===== src/rtl/output_port_arbiter.sv =====
// Wormhole output-port arbiter: round-robin between input FIFOs at packet granularity,
// holding the crossbar select from head flit until the tail flit has transferred.
module output_port_arbiter #(
    parameter int NUM_PORTS = 5,
    parameter int PTR_W     = 3
) (
    input  logic                 clk,
    input  logic                 rst,
    input  logic [NUM_PORTS-1:0] req,
    input  logic [NUM_PORTS-1:0] tail,
    input  logic                 out_ready,
    output logic [NUM_PORTS-1:0] grant,
    output logic [NUM_PORTS-1:0] xfer,
    output logic                 busy
);

    typedef enum logic {
        IDLE   = 1'b0,
        LOCKED = 1'b1
    } state_t;

    state_t               state_q, state_d;
    logic [NUM_PORTS-1:0] grant_q, grant_d;
    logic [PTR_W-1:0]     owner_q, owner_d;
    logic [PTR_W-1:0]     last_q,  last_d;

    logic                 pick_valid;
    logic [PTR_W-1:0]     pick_idx;
    logic                 release_pkt;

    // Pop strobe only ever reaches the owner; other requesters cannot leak through.
    for (genvar gi = 0; gi < NUM_PORTS; gi++) begin : g_xfer
        assign xfer[gi] = grant_q[gi] & req[gi] & out_ready;
    end

    assign grant       = grant_q;
    assign busy        = (state_q == LOCKED);
    assign release_pkt = xfer[owner_q] & tail[owner_q];

    // Scan offsets from far to near so the closest requester after last_q wins.
    always_comb begin
        pick_valid = 1'b0;
        pick_idx   = '0;
        for (int k = NUM_PORTS; k >= 1; k--) begin
            logic [PTR_W-1:0] cand;
            cand = PTR_W'((int'(last_q) + k) % NUM_PORTS);
            if (req[cand]) begin
                pick_valid = 1'b1;
                pick_idx   = cand;
            end
        end
    end

    always_comb begin
        state_d = state_q;
        grant_d = grant_q;
        owner_d = owner_q;
        last_d  = last_q;
        case (state_q)
            IDLE: begin
                grant_d = '0;
                if (pick_valid) begin
                    state_d           = LOCKED;
                    owner_d           = pick_idx;
                    grant_d[pick_idx] = 1'b1;
                end
            end
            LOCKED: begin
                if (release_pkt) begin
                    state_d = IDLE;
                    grant_d = '0;
                    last_d  = owner_q;
                end
            end
            default: begin
                state_d = IDLE;
                grant_d = '0;
            end
        endcase
    end

    always_ff @(posedge clk) begin
        if (rst) begin
            state_q <= IDLE;
            grant_q <= '0;
            owner_q <= '0;
            last_q  <= PTR_W'(NUM_PORTS - 1);
        end else begin
            state_q <= state_d;
            grant_q <= grant_d;
            owner_q <= owner_d;
            last_q  <= last_d;
        end
    end

endmodule


===== config.mk =====
export PLATFORM = sky130hd
export DESIGN_NAME = output_port_arbiter
export DESIGN_NICKNAME = d
export VERILOG_FILES = /design/src/rtl/output_port_arbiter.sv
export SDC_FILE = /design/constraint.sdc
export NUM_CORES = 1
export LEC_CHECK = 0
export BUFFER_PORTS_ARGS = -buffer_cell sky130_fd_sc_hd__buf_2
export CORE_ASPECT_RATIO = 1.1
export CORE_MARGIN = 3
export CORE_UTILIZATION = 25
export DETAILED_ROUTE_END_ITERATION = 8
export GPL_TIMING_DRIVEN = 0
export SLEW_MARGIN = 20
export SYNTH_ARGS = -nofsm -noshare
export SYNTH_HDL_FRONTEND = slang
export SYNTH_SLANG_ARGS = --single-unit

===== constraint.sdc =====
create_clock -name clk -period 11.93 [get_ports clk]
set_input_delay 2.386 -clock clk [delete_from_list [all_inputs] [get_ports clk]]
set_output_delay 2.386 -clock clk [all_outputs]
set_load 0.01 [all_outputs]

After elaboration in Yosys (flattened, before gate mapping) --
Cells that the tools add are included.
Operators by class: add/subtract/negate cells 5, reductions and logical operators 3, magnitude comparators 8, muxes and demuxes 32, equality and inequality tests 1, divide/modulo/power cells 5, bitwise gates (word level) 12
Operators with widths (count):
- $mod A32 B4 Y32 const B | 5
- $lt A3 B4 Y1 const B | 7
- $bmux W1 S3 | 7
- $mux W1 | 15
- $mux W3 | 5
- $and A1 B1 Y1 | 11
- $mux W5 | 2
- $pmux W5 S2 | 1
- $add A3 B2 Y4 const B | 2
- $add A3 B3 Y4 const B | 2
- $add A3 B1 Y4 const B | 1
- $reduce_and A2 Y1 | 2
- $demux W1 S3 | 1
- $ge A3 B1 Y1 const B | 1
- $ne A2 B1 Y1 const B | 1
- $pmux W1 S2 | 1
- $logic_and A1 B1 Y1 | 1
- $not A1 Y1 | 1
Word-level totals: register bits after elaboration 12, bits of input ports 13, word-level logic and storage cells 70

Longest topological paths before layout --
Gate-level depths: netlist (run 1).
depth after elaboration 15, depth in mapped cells 21, depth with buffers taken out 17

Worst setup path before layout (run 1) --
OpenSTA, ideal clock, no wires.
path kind input-to-output, from input port out_ready, to output port xfer[4], stages 1, slack 6.956 ns, arrival 2.588 ns, path buffers 0, path through and3_1
On the way: cells in the longest elaborated chain, start to end 1
Ends and longest elaborated chain:
- from (decl) | line 11 | input logic out_ready,
- $and A1 B1 Y1 | line 33 | assign xfer[gi] = grant_q[gi] & req[gi] & out_ready;
- to (decl) | line 13 | output logic [NUM_PORTS-1:0] xfer,
Every way passes these cells.

Worst setup path in the final report (run 1) --
from register last_q[0], to register grant_q[4] (netlist: grant[4])
On the way: cells in the longest elaborated chain, start to end 15
Ends and longest elaborated chain:
- from (decl) | line 25 | logic [PTR_W-1:0] last_q, last_d;
- from (signal assigned) | line 87 | last_q <= PTR_W'(NUM_PORTS - 1);
- from (signal assigned) | line 92 | last_q <= last_d;
- $add A3 B3 Y4 | line 46 | cand = PTR_W'((int'(last_q) + k) % NUM_PORTS);
- $mod A32 B4 Y32 | line 46
- $bmux W1 S3 | line 47 | if (req[cand]) begin
- $mux W1 (not written as such) | line 47
- $mux W3 (5 in a row) | line 47
- $lt A3 B4 Y1 (not written as such) or $ge A3 B1 Y1 (tied branches) | line 65 | grant_d[pick_idx] = 1'b1;
- $logic_and A1 B1 Y1 (not written as such) | line 65
- $mux W1 (not written as such) | line 65
- $demux W1 S3 | line 65
- $mux W5 * | line 62 | if (pick_valid) begin
- $pmux W5 S2 * | line 59 | case (state_q)
- to (signal assigned) | line 90 | grant_q <= grant_d;
- to (decl) | line 23 | logic [NUM_PORTS-1:0] grant_q, grant_d;
Every way passes the cells marked *; elsewhere a longest branch is shown, timed or not. The select of a mux whose other input is x is not followed. A chain may end at the register's enable or synchronous reset.

==> reports/results.md, run 1 <==
| Item | Value |
|---|---|
| Outcome | finished clean |
| Post-synthesis cell area | 2480 um^2 |
| Post-layout nets | 368 |
| Number of DRC violations after detailed routing | 0 |
| Final setup violation count | 0 |
| Number of antenna violations at the first check in global routing | 0 |
| Fill cells | 1009 |
| Initial DRC Count | 103 |
| R2R setup slack | 6.17 ns |
| Clock network fraction of total power | 0.353 |
| Met2 track demand over resource in global routing | 0.191 |
| Via count of the first global-routing pass | 2279 |
| Max Buffers Root-to-Sink | 2 |
| Dpl hpwl | 5200 um |
| Min Clock Period, post-route | 5.76 ns |
| Fraction of registers with async set/reset | 0 |
| Max Fanout on Critical Path | 10 |
| Number of flops mapped to enable cells by yosys | 0 |
| Setup repair after global routing missed its margin | false |
| Comb power frac | 0.288 |
| Sequence of cells on the critical path | buf_4 > buf_4 > buf_1 > inv_1 > ha_1 > buf_2 > inv_1 > ha_1 > nor2_1 > a21oi_1 > xnor2_1 > inv_1 > ha_1 > nor2b_1 > o31ai_4 > xnor2_1 > mux4_2 > a21oi_1 > a41o_1 > a211o_1 > a21oi_1 |
| Maximum single-stage delay on the critical path | 0.58 ns |
| Most area-hungry cell type in the Yosys netlist | ha_1 |
| Number of buffers created by CTS | 3 |
| Global-route wire length before repair | 10900 um |
| Kind of path behind the tightest hold check | flop to flop |
| Internal cell power | 87.1 uW |
| Type of the setup path with the least slack | flop to flop |
| Worst slew margin relative to its limit | 0.565 |
| Total non-filler cell area in the finished layout | 2800 um^2 |
| Post CTS Setup Buffer Count | 0 |
| Most used flip-flop cell after synthesis | dfxtp_1 |
| Kind of end point of the critical path | flop |
| Number of hold-repair buffers added at the cts stage | 0 |
| Largest net degree at the start of global routing | 11 |
| Antenna diodes | 0 |
| Highest ir drop seen on vdd | 0.0501 mV |
| Clk Latency, worst-skew pair | 0.24 ns |
| Biggest area contributors in the synthesized netlist | ha_1, dfxtp_1, mux4_2 |
| Critical path arrival | 5.87 ns |
| Met1 usage | 0.160 |
| Slowest cell on the critical path | mux4_2 |
| Worst setup SP type | flop |
| NetSw | 38.3 uW |
| Number of instances in the synthesized netlist | 302 |
| Clock Pin Slew Worst Setup and Hold Paths | 0.05 ns |
| Weighted congestion reported at the end of routability-driven placement | 0.807 |
| Remaining number of nets flagged by the antenna check after routing | 0 |
| Grt met3 use | 0.00821 |
| Instance count after placement with tap cells included | 441 |
| CP bufs+invs | 7 |
| # port buffers | 22 |
| Cell area after placement | 2740 um^2 |
| Total number of clock tree sinks | 12 |
| Max Freq | 174 MHz |
| Setup clock skew after layout | 0.000863 ns |
| Non-filler cells in the finished layout | 445 |
| TritonCTS clock tree | built |
| Most used standard cells in the synthesized netlist | ha_1, nand2_1, inv_1 |
| Number of resized instances in the post-cts repair step | 0 |
| Number of max-capacitance violations reported | 0 |
| Number of distinct library cell variants in the gate-level netlist after synthesis | 79 |
| Fraction of final layout cells sized beyond drive strength 1 | 0.213 |
| Core area | 9540 um^2 |
| Die height | 111 um |
| Via Count | 2398 |
| GR Overflow Total | 0 |
| Sequential area share after synthesis | 0.0967 |
| Die width | 101 um |
| Number of search-and-repair iterations in the first detailed-routing pass | 4 |
| Register share of total power | 0.359 |
| Synthesized flop and latch total | 12 |
| Root buffer selected by CTS | clkbuf_8 |
| Number of top-level pins | 24 |
| Total GRT Usage | 0.116 |
| Cell family with most CP delay | buffers and inverters |
| Pin slew with the least headroom to its limit | 0.649 ns |
| Die footprint | 11200 um^2 |
| Post-route clock period utilization | 0.483 |
| Number of placement rows | 37 |
| Post-Place Worst Slack | 6.23 ns |
| Effective utilization at floorplan | 0.260 |
| Net Count, Synth | 341 |
| Switching share of total power | 0.305 |
| Layer with the highest usage after global routing | met2 |
| Final routed wirelength across all metal layers | 6550 um |
| Required @ worst endpoint | 12.04 ns |
| H-tree depth reported by CTS | 1 |
| Fraction of the core area covered by cells at the end of the flow | 0.293 |
| Number of synthesis warnings | 0 |
| Hold violation count in the final report | 0 |
| Setup total negative slack | 0 ns |
| Wire length per cell after detailed routing | 14.7 um |
| PwrDens | 44.9 nW/um^2 |
| Number of vias per cell | 5.39 |
| Area overhead of the layout relative to synthesis | 12.5% |
| Avg Inst Size Synth | 8.22 um^2 |
| Fin worst setup slack | 6.17 ns |
| Leakage Power | 1.20 nW |
| Dominant cell by count in the synthesized netlist | ha_1 |
| Top cell type's share of synthesized area | 0.131 |
| Count of final max-slew check failures | 0 |
## power by group through the flow
stage                     Sequential [mW]  Combinational (mW)  Clock, mW
after floorplan                    0.0458              0.0245          0
after global placement             0.0458              0.0350          0
after detailed placement           0.0459              0.0359          0
after CTS                          0.0450              0.0361     0.0458
after global routing               0.0454              0.0399     0.0479
final                              0.0451              0.0361     0.0443
## cell families (layout without fill, tap and decap cells)
logic type                 after synthesis  in the layout  synth area share
AOI/OAI and AO/OA                       95             95             0.311
xor gates and xnor gates                 9              9            0.0453
adders and majority gates               26             26             0.131
buffers and inverters                   39             65            0.0695
DFF                                     12             12            0.0967
muxes                                   24             24             0.130
and+or+nand+nor                         97             97             0.216
## state kept, by name, indices dropped and copies added (netlist names)
name / flops
grant: 5
owner_q: 3
last_q: 3
busy: 1
## routing by layer
metal | vias to the layer above | wire, um
met2 | 70 | 3070
met3 | 13 | 261
li1 | 1197 | -
met4 | 0 | 126
met5 | - | 0
met1 | 1118 | 3090
## cell usage in the layout, fill, tap and decap left out, drive strengths merged, types with 6 or more instances in the layout
master	instances
a21o	6
a21oi	20
a31oi	6
and3	6
buf	33
clkbuf	8
dfxtp	12
ha	26
inv	23
mux2	7
mux2i	11
mux4	6
nand2	24
nor2	20
nor2b	6
o21ai	15
xnor2	7
## path summary, 6_finish.rpt
kind,to,from,cells after the start
setup / recovery,grant[4],last_q[0],21
hold / removal,owner_q[2],owner_q[2],2
setup reg to reg,grant[4],last_q[0],21
hold reg to reg,owner_q[2],owner_q[2],2
## through the flow
step	power, mW	hold WS [ns]
after CTS	0.127	0.474
after floorplan	0.0702	0.447
after global placement	0.0808	0.460
final	0.125	0.470
after detailed placement	0.0817	0.462
after global routing	0.133	0.501
## area by class of cell
| cell class | count | area, um^2 | share of cell area |
|---|---|---|---|
| tap | 117 | 146 | 0.0524 |
| buffer | 15 | 82.6 | 0.0295 |
| clock buffer | 4 | 55.1 | 0.0197 |
| multi-input combinational | 251 | 2070 | 0.741 |
| inverter | 24 | 90.1 | 0.0322 |
| timing repair buffer | 22 | 110 | 0.0394 |
| sequential | 12 | 240 | 0.0859 |
## worst register-to-register path: stages, from the launching register on
cell	delay, ns
dfxtp_1	0.44
buf_4	0.22
buf_4	0.23
buf_1	0.44
inv_1	0.21
ha_1	0.45
buf_2	0.24
inv_1	0.18
ha_1	0.24
nor2_1	0.17
a21oi_1	0.11
xnor2_1	0.29
inv_1	0.11
ha_1	0.22
nor2b_1	0.16
o31ai_4	0.27
xnor2_1	0.23
mux4_2	0.58
a21oi_1	0.25
a41o_1	0.34
a211o_1	0.19
a21oi_1	0.07
Note: power is estimated with default switching activity, not from simulation.
==> inputs of run 2 (changes only) <==
Clock period 11.93 ns to 5.9 ns, I/O delays scaled along.
==> run 2 against run 1 <==
Critical path depth unchanged. First-iteration DRC count decreased by 4.9%. Combinational power increased by 100%. Sequential power increased by 100%. Largest cell class unchanged. Utilization increased by 0.10 points. Via count increased by 0.42%. Flip-flop and latch count unchanged. Critical endpoint unchanged.
==> reports/results.md, run 2 (synthesized netlist as in run 1, its figures left out) <==
| Item | Value | Change |
|---|---|---|
| Outcome | finished clean |  |
| Critical path arrival | 5.52 ns | -0.35 ns |
| Global-route wire length before repair | 10900 um | unchanged |
| PwrDens | 90.6 nW/um^2 | +100% |
| Setup total negative slack | 0 ns | unchanged |
| H-tree depth reported by CTS | 1 | unchanged |
| Final routed wirelength across all metal layers | 6590 um | +0.69% |
| Initial DRC Count | 98 | -4.9% |
| Grt met3 use | 0.00821 | unchanged |
| Weighted congestion reported at the end of routability-driven placement | 0.807 | unchanged |
| Antenna diodes | 0 | unchanged |
| Area overhead of the layout relative to synthesis | 12.9% |  |
| Total number of clock tree sinks | 12 | unchanged |
| TritonCTS clock tree | built |  |
| Clock Pin Slew Worst Setup and Hold Paths | 0.05 ns | about the same |
| Min-delay src | owner_q[2] |  |
| Kind of end point of the critical path | flop |  |
| Dpl hpwl | 5200 um | unchanged |
| Cell area after placement | 2740 um^2 | unchanged |
| Met1 usage | 0.160 | unchanged |
| Area taken by multi-input logic gates | 2080 um^2 | +0.42% |
| Count of final max-slew check failures | 0 | unchanged |
| Via Count | 2408 | +0.42% |
| Number of search-and-repair iterations in the first detailed-routing pass | 4 | unchanged |
| Total non-filler cell area in the finished layout | 2810 um^2 | +0.36% |
| Layer with the highest usage after global routing | met2 |  |
| Number of placement rows | 37 | unchanged |
| Fill cells | 1009 | unchanged |
| Number of top-level pins | 24 | unchanged |
| Clk Latency, worst-skew pair | 0.24 ns | about the same |
| Max Buffers Root-to-Sink | 2 | unchanged |
| Max Fanout on Critical Path | 10 | unchanged |
| Number of max-capacitance violations reported | 0 | unchanged |
| Worst slew margin relative to its limit | 0.562 | -0.00262 |
| Total GRT Usage | 0.116 | unchanged |
| Met2 track demand over resource in global routing | 0.191 | unchanged |
| Kind of path behind the tightest hold check | flop to flop |  |
| Via count of the first global-routing pass | 2279 | unchanged |
| Worst hold-check slack | 0.470 ns | -0.0000810 ns |
| Most used cells in the layout excluding fill and tap cells | buf_2, ha_1, nand2_1 |  |
| # port buffers | 22 | unchanged |
| Leakage Power | 1.20 nW | +0.23% |
| Die width | 101 um | unchanged |
| Effective utilization at floorplan | 0.260 | unchanged |
| Pin slew with the least headroom to its limit | 0.653 ns | +0.00390 ns |
| Startpoint of the worst setup timing path | last_q[0] |  |
| GR Overflow Total | 0 | unchanged |
| Remaining number of nets flagged by the antenna check after routing | 0 | unchanged |
| Die footprint | 11200 um^2 | unchanged |
| Reg-to-reg startpoint | last_q[0] |  |
| Die height | 111 um | unchanged |
| Number of vias per cell | 5.41 | +0.42% |
| Sequential Area | 240 um^2 | unchanged |
| Final setup violation count | 0 | unchanged |
| Fraction of the core area covered by cells at the end of the flow | 0.294 | +0.00105 |
| Number of buffers created by CTS | 3 | unchanged |
| Most common cell after layout, fill and taps aside | buf_2 |  |
| Post CTS Setup Buffer Count | 0 | unchanged |
| Wire length per cell after detailed routing | 14.8 um | +0.69% |
| Number of antenna violations at the first check in global routing | 0 | unchanged |
| Highest ir drop seen on vdd | 0.102 mV | +100% |
| Number of DRC violations after detailed routing | 0 | unchanged |
| Min Clock Period, post-route | 5.41 ns | -0.351 ns |
| Post-route clock period utilization | 0.917 | +0.434 |
| Worst setup SP type | flop |  |
| Root buffer selected by CTS | clkbuf_8 |  |
| Setup clock skew after layout | 0.000539 ns | -0.000324 ns |
| Hold violation count in the final report | 0 | unchanged |
| Fraction of final layout cells sized beyond drive strength 1 | 0.223 | +0.00915 |
| Number of flip-flops in the largest register | 5 | unchanged |
| Core area | 9540 um^2 | unchanged |
| Required @ worst endpoint | 6.01 ns | -6.03 ns |
| Max Freq | 185 MHz | +6.5% |
| Type of the setup path with the least slack | flop to flop |  |
| R2R setup slack | 0.49 ns | -5.68 ns |
| Largest net degree at the start of global routing | 11 | unchanged |
| Number of hold-repair buffers added at the cts stage | 0 | unchanged |
| Post-layout nets | 368 | unchanged |
| Setup repair after global routing missed its margin | false |  |
run 2: cell count changes in the layout (fill, tap and decap cells not counted), sizes merged:
cell / delta
buf: -1
clkbuf: +1
run 2: critical path: stages (launching register included):
cell	delay [ns]
dfxtp_1	0.44
buf_4	0.22
buf_4	0.23
clkbuf_2	0.28
inv_1	0.15
ha_1	0.42
buf_2	0.25
inv_1	0.18
ha_1	0.24
nor2_1	0.17
a21oi_1	0.13
xnor2_2	0.22
inv_1	0.09
ha_1	0.21
nor2b_1	0.16
o31ai_4	0.26
xnor2_1	0.23
mux4_2	0.58
a21oi_1	0.24
a41o_2	0.30
a211o_1	0.17
a21oi_1	0.07
run 2: layout make-up:
cell class,instances,share of cell area
inverters,24,0.0321
plain buffers,15,0.0299
well taps,117,0.0522
multi-input cells,251,0.741
clock buffers,4,0.0196
flip-flops and latches,12,0.0856
repair buffers,22,0.0393
run 2: final timing paths:
kind,to,depth (start not counted)
max,grant[4],21
min reg2reg,owner_q[2],2
max reg2reg,grant[4],21
min,owner_q[2],2
run 2: stage by stage:
stage               worst slack [ns]  std cells  power, mW
finish                         0.492        445      0.254
global route                  0.0735        445      0.270
CTS                            0.161        445      0.257
detailed placement             0.201        441      0.165
global placement               0.245        441      0.163
floorplan                       1.24        302      0.142
run 2: per-layer routing:
| metal | share of wire | routed length [um] |
|---|---|---|
| met5 | 0 | 0 |
| met4 | 0.019 | 125 |
| met3 | 0.040 | 265 |
| met2 | 0.47 | 3080 |
| met1 | 0.47 | 3120 |
run 2: what timing repair did:
action                                 in CTS  in global routing
resized for setup                           0                  3
endpoints found under the hold margin       0                  0
setup endpoints to repair                   0                  9
run 2: where the power goes:
part           switching (mW)  internal, mW  leakage [nW]  total (mW)
registers             0.00519        0.0859        0.0980      0.0911
clock network          0.0308        0.0590        0.0288      0.0898
logic                  0.0418        0.0315          1.07      0.0733
total                  0.0778         0.176          1.20       0.254
